$ cat src/rtl/oka_seq_mult.sv
// Sequential odd-even Karatsuba carry-less multiplier over GF(2)[x].
// One half-width core is time-shared across three cycles; squaring takes a one-cycle bypass.
//
// state | meaning
// IDLE  | waiting for operands, in_ready=1
// S0    | p0 <= ae*be
// S1    | p1 <= ao*bo
// S2    | middle term, recombine, load y
// DONE  | y valid, holding until out_ready
module oka_seq_mult #(
    parameter int N = 104
) (
    input  logic           clk,
    input  logic           rst,
    input  logic           in_valid,
    output logic           in_ready,
    input  logic [N-1:0]   a,
    input  logic [N-1:0]   b,
    input  logic           sq,
    output logic           out_valid,
    input  logic           out_ready,
    output logic [2*N-2:0] y,
    output logic           busy
);

    localparam int H = N / 2;

    if ((N % 2) != 0 || N < 4) begin : g_bad_n
        $error("oka_seq_mult: N must be even and >= 4");
    end

    localparam logic [2:0] IDLE = 3'd0;
    localparam logic [2:0] S0   = 3'd1;
    localparam logic [2:0] S1   = 3'd2;
    localparam logic [2:0] S2   = 3'd3;
    localparam logic [2:0] DONE = 3'd4;

    logic [2:0]     state;
    logic [N-1:0]   a_r;
    logic [N-1:0]   b_r;
    logic [N-2:0]   p0;
    logic [N-2:0]   p1;

    logic [H-1:0]   ae, ao, be, bo;
    logic [H-1:0]   ca, cb;
    logic [N-2:0]   core_p;
    logic [N-2:0]   m;
    logic [N-1:0]   p0_pad;
    logic [N-1:0]   p1_sh;
    logic [2*N-2:0] y_mul;
    logic [2*N-2:0] y_sq;

    assign in_ready = (state == IDLE);
    assign busy     = (state != IDLE);

    always_comb begin
        ae = '0;
        ao = '0;
        be = '0;
        bo = '0;
        for (int k = 0; k < H; k++) begin
            ae[k] = a_r[2*k];
            ao[k] = a_r[2*k+1];
            be[k] = b_r[2*k];
            bo[k] = b_r[2*k+1];
        end
    end

    // S2 (and any unused encoding) feeds the Karatsuba middle-term operands.
    always_comb begin
        case (state)
            S0: begin
                ca = ae;
                cb = be;
            end
            S1: begin
                ca = ao;
                cb = bo;
            end
            default: begin
                ca = ae ^ ao;
                cb = be ^ bo;
            end
        endcase
    end

    always_comb begin
        core_p = '0;
        for (int i = 0; i < H; i++) begin
            for (int j = 0; j < H; j++) begin
                core_p[i+j] = core_p[i+j] ^ (ca[i] & cb[j]);
            end
        end
    end

    assign m      = core_p ^ p0 ^ p1;
    assign p0_pad = {1'b0, p0};
    assign p1_sh  = {p1, 1'b0};

    always_comb begin
        y_mul = '0;
        for (int k = 0; k < N; k++) begin
            y_mul[2*k] = p0_pad[k] ^ p1_sh[k];
        end
        for (int k = 0; k < N - 1; k++) begin
            y_mul[2*k+1] = m[k];
        end
    end

    // Squaring over GF(2) only spreads the coefficients onto even powers.
    always_comb begin
        y_sq = '0;
        for (int i = 0; i < N; i++) begin
            y_sq[2*i] = a[i];
        end
    end

    always_ff @(posedge clk) begin
        if (rst) begin
            state     <= IDLE;
            a_r       <= '0;
            b_r       <= '0;
            p0        <= '0;
            p1        <= '0;
            y         <= '0;
            out_valid <= 1'b0;
        end else begin
            case (state)
                IDLE: begin
                    if (in_valid) begin
                        a_r <= a;
                        b_r <= b;
                        if (sq) begin
                            y         <= y_sq;
                            out_valid <= 1'b1;
                            state     <= DONE;
                        end else begin
                            state <= S0;
                        end
                    end
                end
                S0: begin
                    p0    <= core_p;
                    state <= S1;
                end
                S1: begin
                    p1    <= core_p;
                    state <= S2;
                end
                S2: begin
                    y         <= y_mul;
                    out_valid <= 1'b1;
                    state     <= DONE;
                end
                DONE: begin
                    if (out_ready) begin
                        out_valid <= 1'b0;
                        state     <= IDLE;
                    end
                end
                default: begin
                    out_valid <= 1'b0;
                    state     <= IDLE;
                end
            endcase
        end
    end

endmodule

$ cat config.mk
export PLATFORM = sky130hd
export DESIGN_NAME = oka_seq_mult
export DESIGN_NICKNAME = d
export VERILOG_FILES = /design/src/rtl/oka_seq_mult.sv
export SDC_FILE = /design/constraint.sdc
export NUM_CORES = 2
export LEC_CHECK = 0
export CORE_AREA = 4 4 640 388
export CTS_CLUSTER_SIZE = 16
export DETAILED_ROUTE_END_ITERATION = 8
export DIE_AREA = 0 0 644 392
export PLACE_DENSITY = 0.49
export SYNTH_ARGS = -nofsm -noshare
export SYNTH_HDL_FRONTEND = slang
export SYNTH_SLANG_ARGS = --single-unit
export TNS_END_PERCENT = 30
$ cat constraint.sdc
create_clock -name clk -period 3.4 [get_ports clk]
set_input_delay 1.02 -clock clk [delete_from_list [all_inputs] [get_ports clk]]
set_output_delay 1.02 -clock clk [all_outputs]
set_load 0.005 [all_outputs]
# After elaboration in Yosys (flattened, before gate mapping)
# Cells that the tools add are included.
dict set report totals {
  n_memories 0
  ram_bits 0
  output_inout_bits 210
  mem_bits_ro 0
  word_cells 5447
  latchBits 0
  register_bits 625
}
dict set report op_classes {
  order_cmp 0
  n_bitwise 5412
  mul 0
  reduce_logical 8
  mux 13
  eq_ne 7
  shifts 0
  add_sub_neg 0
  n_div 0
}
# operator n
set op_table {}
lappend op_table {{1-bit AND} 2704}
lappend op_table {{1-bit XOR} 2703}
lappend op_table {{207-bit two-way mux} 2}
lappend op_table {{207-bit case mux with 2 select lines} 1}
lappend op_table {{52-bit case mux with 2 select lines} 2}
lappend op_table {{103-bit XOR} 2}
lappend op_table {{52-bit XOR} 2}
lappend op_table {{3-bit case mux with 5 select lines} 1}
lappend op_table {{3-bit two-way mux} 3}
lappend op_table {{3-bit by 2-bit == test with 1-bit output (second input constant)} 2}
lappend op_table {{2-bit != test (second input constant)} 2}
lappend op_table {{1-bit case mux with 4 select lines} 1}
lappend op_table {{2-bit AND reduction} 2}
lappend op_table {{4-bit AND reduction} 1}
lappend op_table {{3-bit by 1-bit == test with 1-bit output (second input constant)} 1}
lappend op_table {{3-bit == test (second input constant)} 1}
lappend op_table {{3-bit logical NOT} 1}
lappend op_table {{1-bit two-way mux} 3}
lappend op_table {{3-bit AND reduction} 1}
lappend op_table {{3-bit nonzero test} 1}
lappend op_table {{2-bit by 1-bit != test with 1-bit output (second input constant)} 1}
lappend op_table {{2-bit nonzero test} 1}
lappend op_table {{2-bit OR reduction} 1}
lappend op_table {{1-bit NOT} 1}

# Longest topological paths before layout
dict set report logic_depth {
  ltp_word 57
  mapped_depth 19
  mapped_depth_nobuf 10
}

# Worst setup path after synthesis
# OpenSTA, ideal clock, no wires.
dict set report synth_path {
  path_type {register to register}
  from {reg state[0]}
  to {reg y[73]}
  n_path_buf 6
  arrival_ps 3571
  t_required_ps 3283
  path_stages_with_launch 17
  path_slack_ps -287
  period_less_slack_ps 3687
  cell_sequence {dfxtp_1 > buf_4 > or3b_1 > buf_4 > buf_6 > buf_6 > buf_6 > a211oi_4 > or2_2 > clkbuf_1 > nand2_1 > xnor3_1 > xnor2_1 > xnor2_1 > xnor3_1 > xnor2_1 > a22o_1}
}
dict set report synth_between {
  elab_chain_len 42
  elab_cells_between_ends 86
  classes_between {eq/ne (5); mux (3); bitwise (75); reduce/logical (3)}
}
# item line
set synth_lines {}
lappend synth_lines {{from (decl)} 38} ;# logic [2:0] state;
lappend synth_lines {{from (signal assigned)} 120} ;# state <= IDLE;
lappend synth_lines {{from (signal assigned)} 136} ;# state <= DONE;
lappend synth_lines {{from (signal assigned)} 138} ;# state <= S0;
lappend synth_lines {{3-bit by 2-bit == test with 1-bit output / 3-bit by 1-bit == test with 1-bit output (equally long branches)} 71} ;# case (state)
lappend synth_lines {{52-bit case mux with 2 select lines} 71}
lappend synth_lines {{1-bit AND} 91} ;# core_p[i+j] = core_p[i+j] ^ (ca[i] & cb[j]);
lappend synth_lines {{1-bit XOR (36 in series)} 91}
lappend synth_lines {{103-bit XOR (2 in series)} 96} ;# assign m = core_p ^ p0 ^ p1;
lappend synth_lines {{207-bit case mux with 2 select lines} 128} ;# case (state)
lappend synth_lines {{to (signal assigned)} 134} ;# y <= y_sq;
lappend synth_lines {{to (signal assigned)} 151} ;# y <= y_mul;
lappend synth_lines {{to (decl)} 22} ;# output logic [2*N-2:0] y,
# Several ways; a longest one is shown, not always the timed one.
# A chain may end at the register's enable or synchronous reset.

# Final worst setup path
dict set report layout_path {
  from {reg state[1]}
  to {reg y[97]}
}
dict set report layout_between {
  elab_chain_len 54
  elab_cells_between_ends 110
  classes_between {eq/ne (5); mux (3); bitwise (99); reduce/logical (3)}
}
# item line
set layout_lines {}
lappend layout_lines {{3-bit by 2-bit == test with 1-bit output / 3-bit by 1-bit == test with 1-bit output (equally long branches)} 71}
lappend layout_lines {{52-bit case mux with 2 select lines} 71}
lappend layout_lines {{1-bit AND} 91}
lappend layout_lines {{1-bit XOR (48 in series)} 91}
lappend layout_lines {{103-bit XOR (2 in series)} 96}
lappend layout_lines {{207-bit case mux with 2 select lines} 128}
# Several ways; a longest one is shown, not always the timed one.

==> run metrics <==
CTS Buf Count=55; xor/xnor share of the synthesized area=between 30 and 40%; Worst R2R Setup Slack=-1.22 ns; failing checks=negative setup slack; core area=approximately 0.24 mm²; I/O pins=approximately 420; sequential area share after synthesis=between 10% and 20%; cell count after synthesis=9,555; std cell rows=140; Initial Util=around 30%; RSZ-0062 raised after global routing=yes; max cap viols=0; most frequent cells in the layout=o22ai_1 (2,176), buf_4 (2,016), xnor2_1 (1,854), nand2_1 (1,026), buf_12 (627); nets in the synthesized netlist=between 9,000 and 10,000; Top FF cell, synth=dfxtp_1; worst path cell trace=or3b_4, buf_12, buf_16, buf_4, a211oi_4, buf_12, buf_12, buf_4, o22ai_1, xor2_1, xnor2_1, buf_4, xnor3_2, xnor3_1, xnor3_2, xnor2_2, a22o_1; first drt pass iteration count=7; PwrDens=approximately 570 mW/mm²; Clock Sink Count=625; placed cell count=between 10,000 and 15,000; number of synthesized flops with an enable pin=0; vias per cell=between 6 and 7; Post-CTS Hold Buffers=0; DIE AREA=around 0.25 mm²; met3 global-route usage=26.4%; pins over their slew limit=0; main combinational cell family by area after synthesis=XOR/XNOR gates; Post-synth ARST share=0%; fin util=45.8%; drt total wl=roughly 680,000 µm; Hold Startpoint=a_r[20]; commonest non-fill, non-tap cell in the layout=o22ai_1; Yosys Warn Count=0; worst reg2reg path endpoint=y[97]; via count=~98,000; CP Class=reg2reg; Synth Area in Compound Gates=between 20 and 30%; mux contribution to synthesized area=less than 1%; Hold Vio Cnt, Final=0; Worst Hold Endpoint=a_r[20]; DRC=0; most utilized layer in the global route result=met1; worst-margin pin slew=about 1.4 ns; final instance area=approximately 0.11 mm²; initial antenna violation count=between 70 and 80; worst-case clock buffer depth=3; Slew headroom=7.03%; Switching Share=between 40% and 50%; Finish-stage setup viols=304; Peak Freq=216 MHz; internal power=approximately 32 mW; nets@finish=11,817; status=complete, but fails checks; placed cell area=between 0.1 and 0.15 mm²; clock share of power=a little under an eighth; vias in the first global route=between 80,000 and 90,000; post-layout min period=roughly 4.6 ns; Post-DRT Antenna Nets=0; GR Util met2=approximately 64%; critical path arrival=about 5.2 ns; wire per inst=roughly 45 µm; first-pass GRT wire length=857,000 µm; CTS tree=yes; Placer Congestion=between 1 and 1.5; H-tree depth=2; synthesized area=a little over 0.07 mm²; pin count of the biggest net entering global routing=108; CP Max Fanout=17; Sw Pwr=slightly above 30 mW; Pleak=40.4 nW; hold path depth=2; worst path required time=between 3 and 4 ns; die span in x=about 640 µm; final worst clock skew=0.166 ns; Final Non-Filler Cells=~15,000; Fin Hold WS=~0.46 ns; Peak VDD IR=between 0.0005 and 0.0006 V; Gate power share=roughly 75%; ranking of synthesized cells by area=xnor2_1 (25%), o22ai_1 (19%), dfxtp_1 (17%); simple-gate share of the synthesized area=under 10%; DP HPWL=508,000 µm; Synth area leader=xnor2_1; Global Route Usage Sum=roughly 50%; chip height=slightly below 400 µm; part of the power in registers=13.6%; CP Launch Type=flip-flop; Worst Setup End Kind=flip-flop; top cell type's share of synthesized area=between 20% and 30%; crit path buf inv count=7; number of fill cells=roughly 24,000; Post-Synth Adder-Cell Area=0%; area grow syn2layout=53.3%; Netlist cell types=37; clk_lat worst skew=about 0.82 ns; layout cells sized above 1=30.6%; cell family with most CP delay=XOR/XNOR gates; CTS clk-pin slew, worst paths=approximately 0.070 ns; fin worst setup slack=-1.22 ns; Seq cells post-synth=approximately 630; worst reg2reg path depth=17; clk root buf=clkbuf_16; DRT iter0 DRCs=roughly 19,000; CP peak stage delay=0.60 ns; PortBufs=about 420; Worst path slowest cell=xnor3_2; gr ovfl total=0; grt met1 use=66.1%; Hold WC Path Type=reg2reg; Post-Syn Area per Cell=7.57 µm²; Tcrit/Tclk final=136%; FF-to-FF Start=state[1]
power groups by stage:
stage	combinational [mW]	sequential, mW	clock (mW)
global placement	42.5	8.72	0
detailed placement	42.3	8.74	0
floorplan	18.3	8.52	0
global route	46.9	8.66	7.72
CTS	43.6	8.58	7.40
finish	47.1	8.60	7.37
routing by layer:
layer	routed length (µm)	vias to the layer above
met1	269000	48219
met2	241000	9496
met3	116000	2227
li1	-	37902
met5	1150	-
met4	49200	42
Yosys cell counts (62+ instances only):
cell and instances:
xnor2_1 2041, buf_4 102, xnor3_1 133, buf_2 487
a22oi_1 62, or2_2 92, nor2_1 379, o22ai_1 2247
dfxtp_1 625, inv_1 106, o211a_1 102, a21oi_1 416
clkbuf_1 522, xor2_1 603, a211oi_1 225, a211oi_2 63
nand2_1 1034, buf_1 147
stage by stage:
step                setup WS, ns  setup TNS (ns)  power (mW)
floorplan                 -0.194          -10.10        26.8
global placement           -2.21         -290.45        51.2
detailed placement         -1.71         -285.87        51.0
CTS                        -1.07         -219.02        59.6
global route               -1.20         -255.03        63.2
finish                     -1.22         -253.36        63.1
state kept, by name (all words and copies together) (netlist names):
signal,cells
p1,103
a_r,104
p0,103
b_r,104
y,207
state,3
out_valid,1
area by class of cell:
cell class	count	area, µm²	area share [%]
antenna	49	123	0.111
clock buffer	74	1560	1.40
clock inverter	29	480	0.433
inverter	106	398	0.359
multi-input combinational	7539	56800	51.2
sequential	625	12500	11.3
tap	3266	4090	3.68
timing repair buffer	3277	35000	31.6
worst max-delay path by stage:
stage	startpoint	end	slack [ns]	cells past startpoint
floorplan	state[0]	y[97]	-0.19	17
global placement	state[2]	y[91]	-2.21	15
detailed placement	state[2]	y[109]	-1.71	14
CTS	state[0]	y[109]	-1.07	17
global route	state[0]	y[109]	-1.20	18
finish	state[1]	y[97]	-1.22	17
cell families (layout without fill, tap and decap cells):
logic type / count (synthesis) / count (layout)
mux: 2 / 2
flops: 625 / 625
other cells: 0 / 49
xor+xnor: 2783 / 2783
buf+inv: 1391 / 3486
compound gates: 3231 / 3231
simple gates: 1523 / 1523
repair_timing:
action                                  4_1_cts  5_1_grt
pin swaps                                    67      168
endpoints found under the setup margin      304      304
buffers inserted                             39      153
hold endpoints to repair                      0        0
gates resized for setup                     246      407
gates cloned                                  1       14
tightest hold or removal path, cell delays in order, from the launching register on:
cell,delay (ns)
dfxtp_1,0.31
nand2_1,0.05
a21oi_1,0.05
Note: power is estimated with default switching activity, not from simulation.
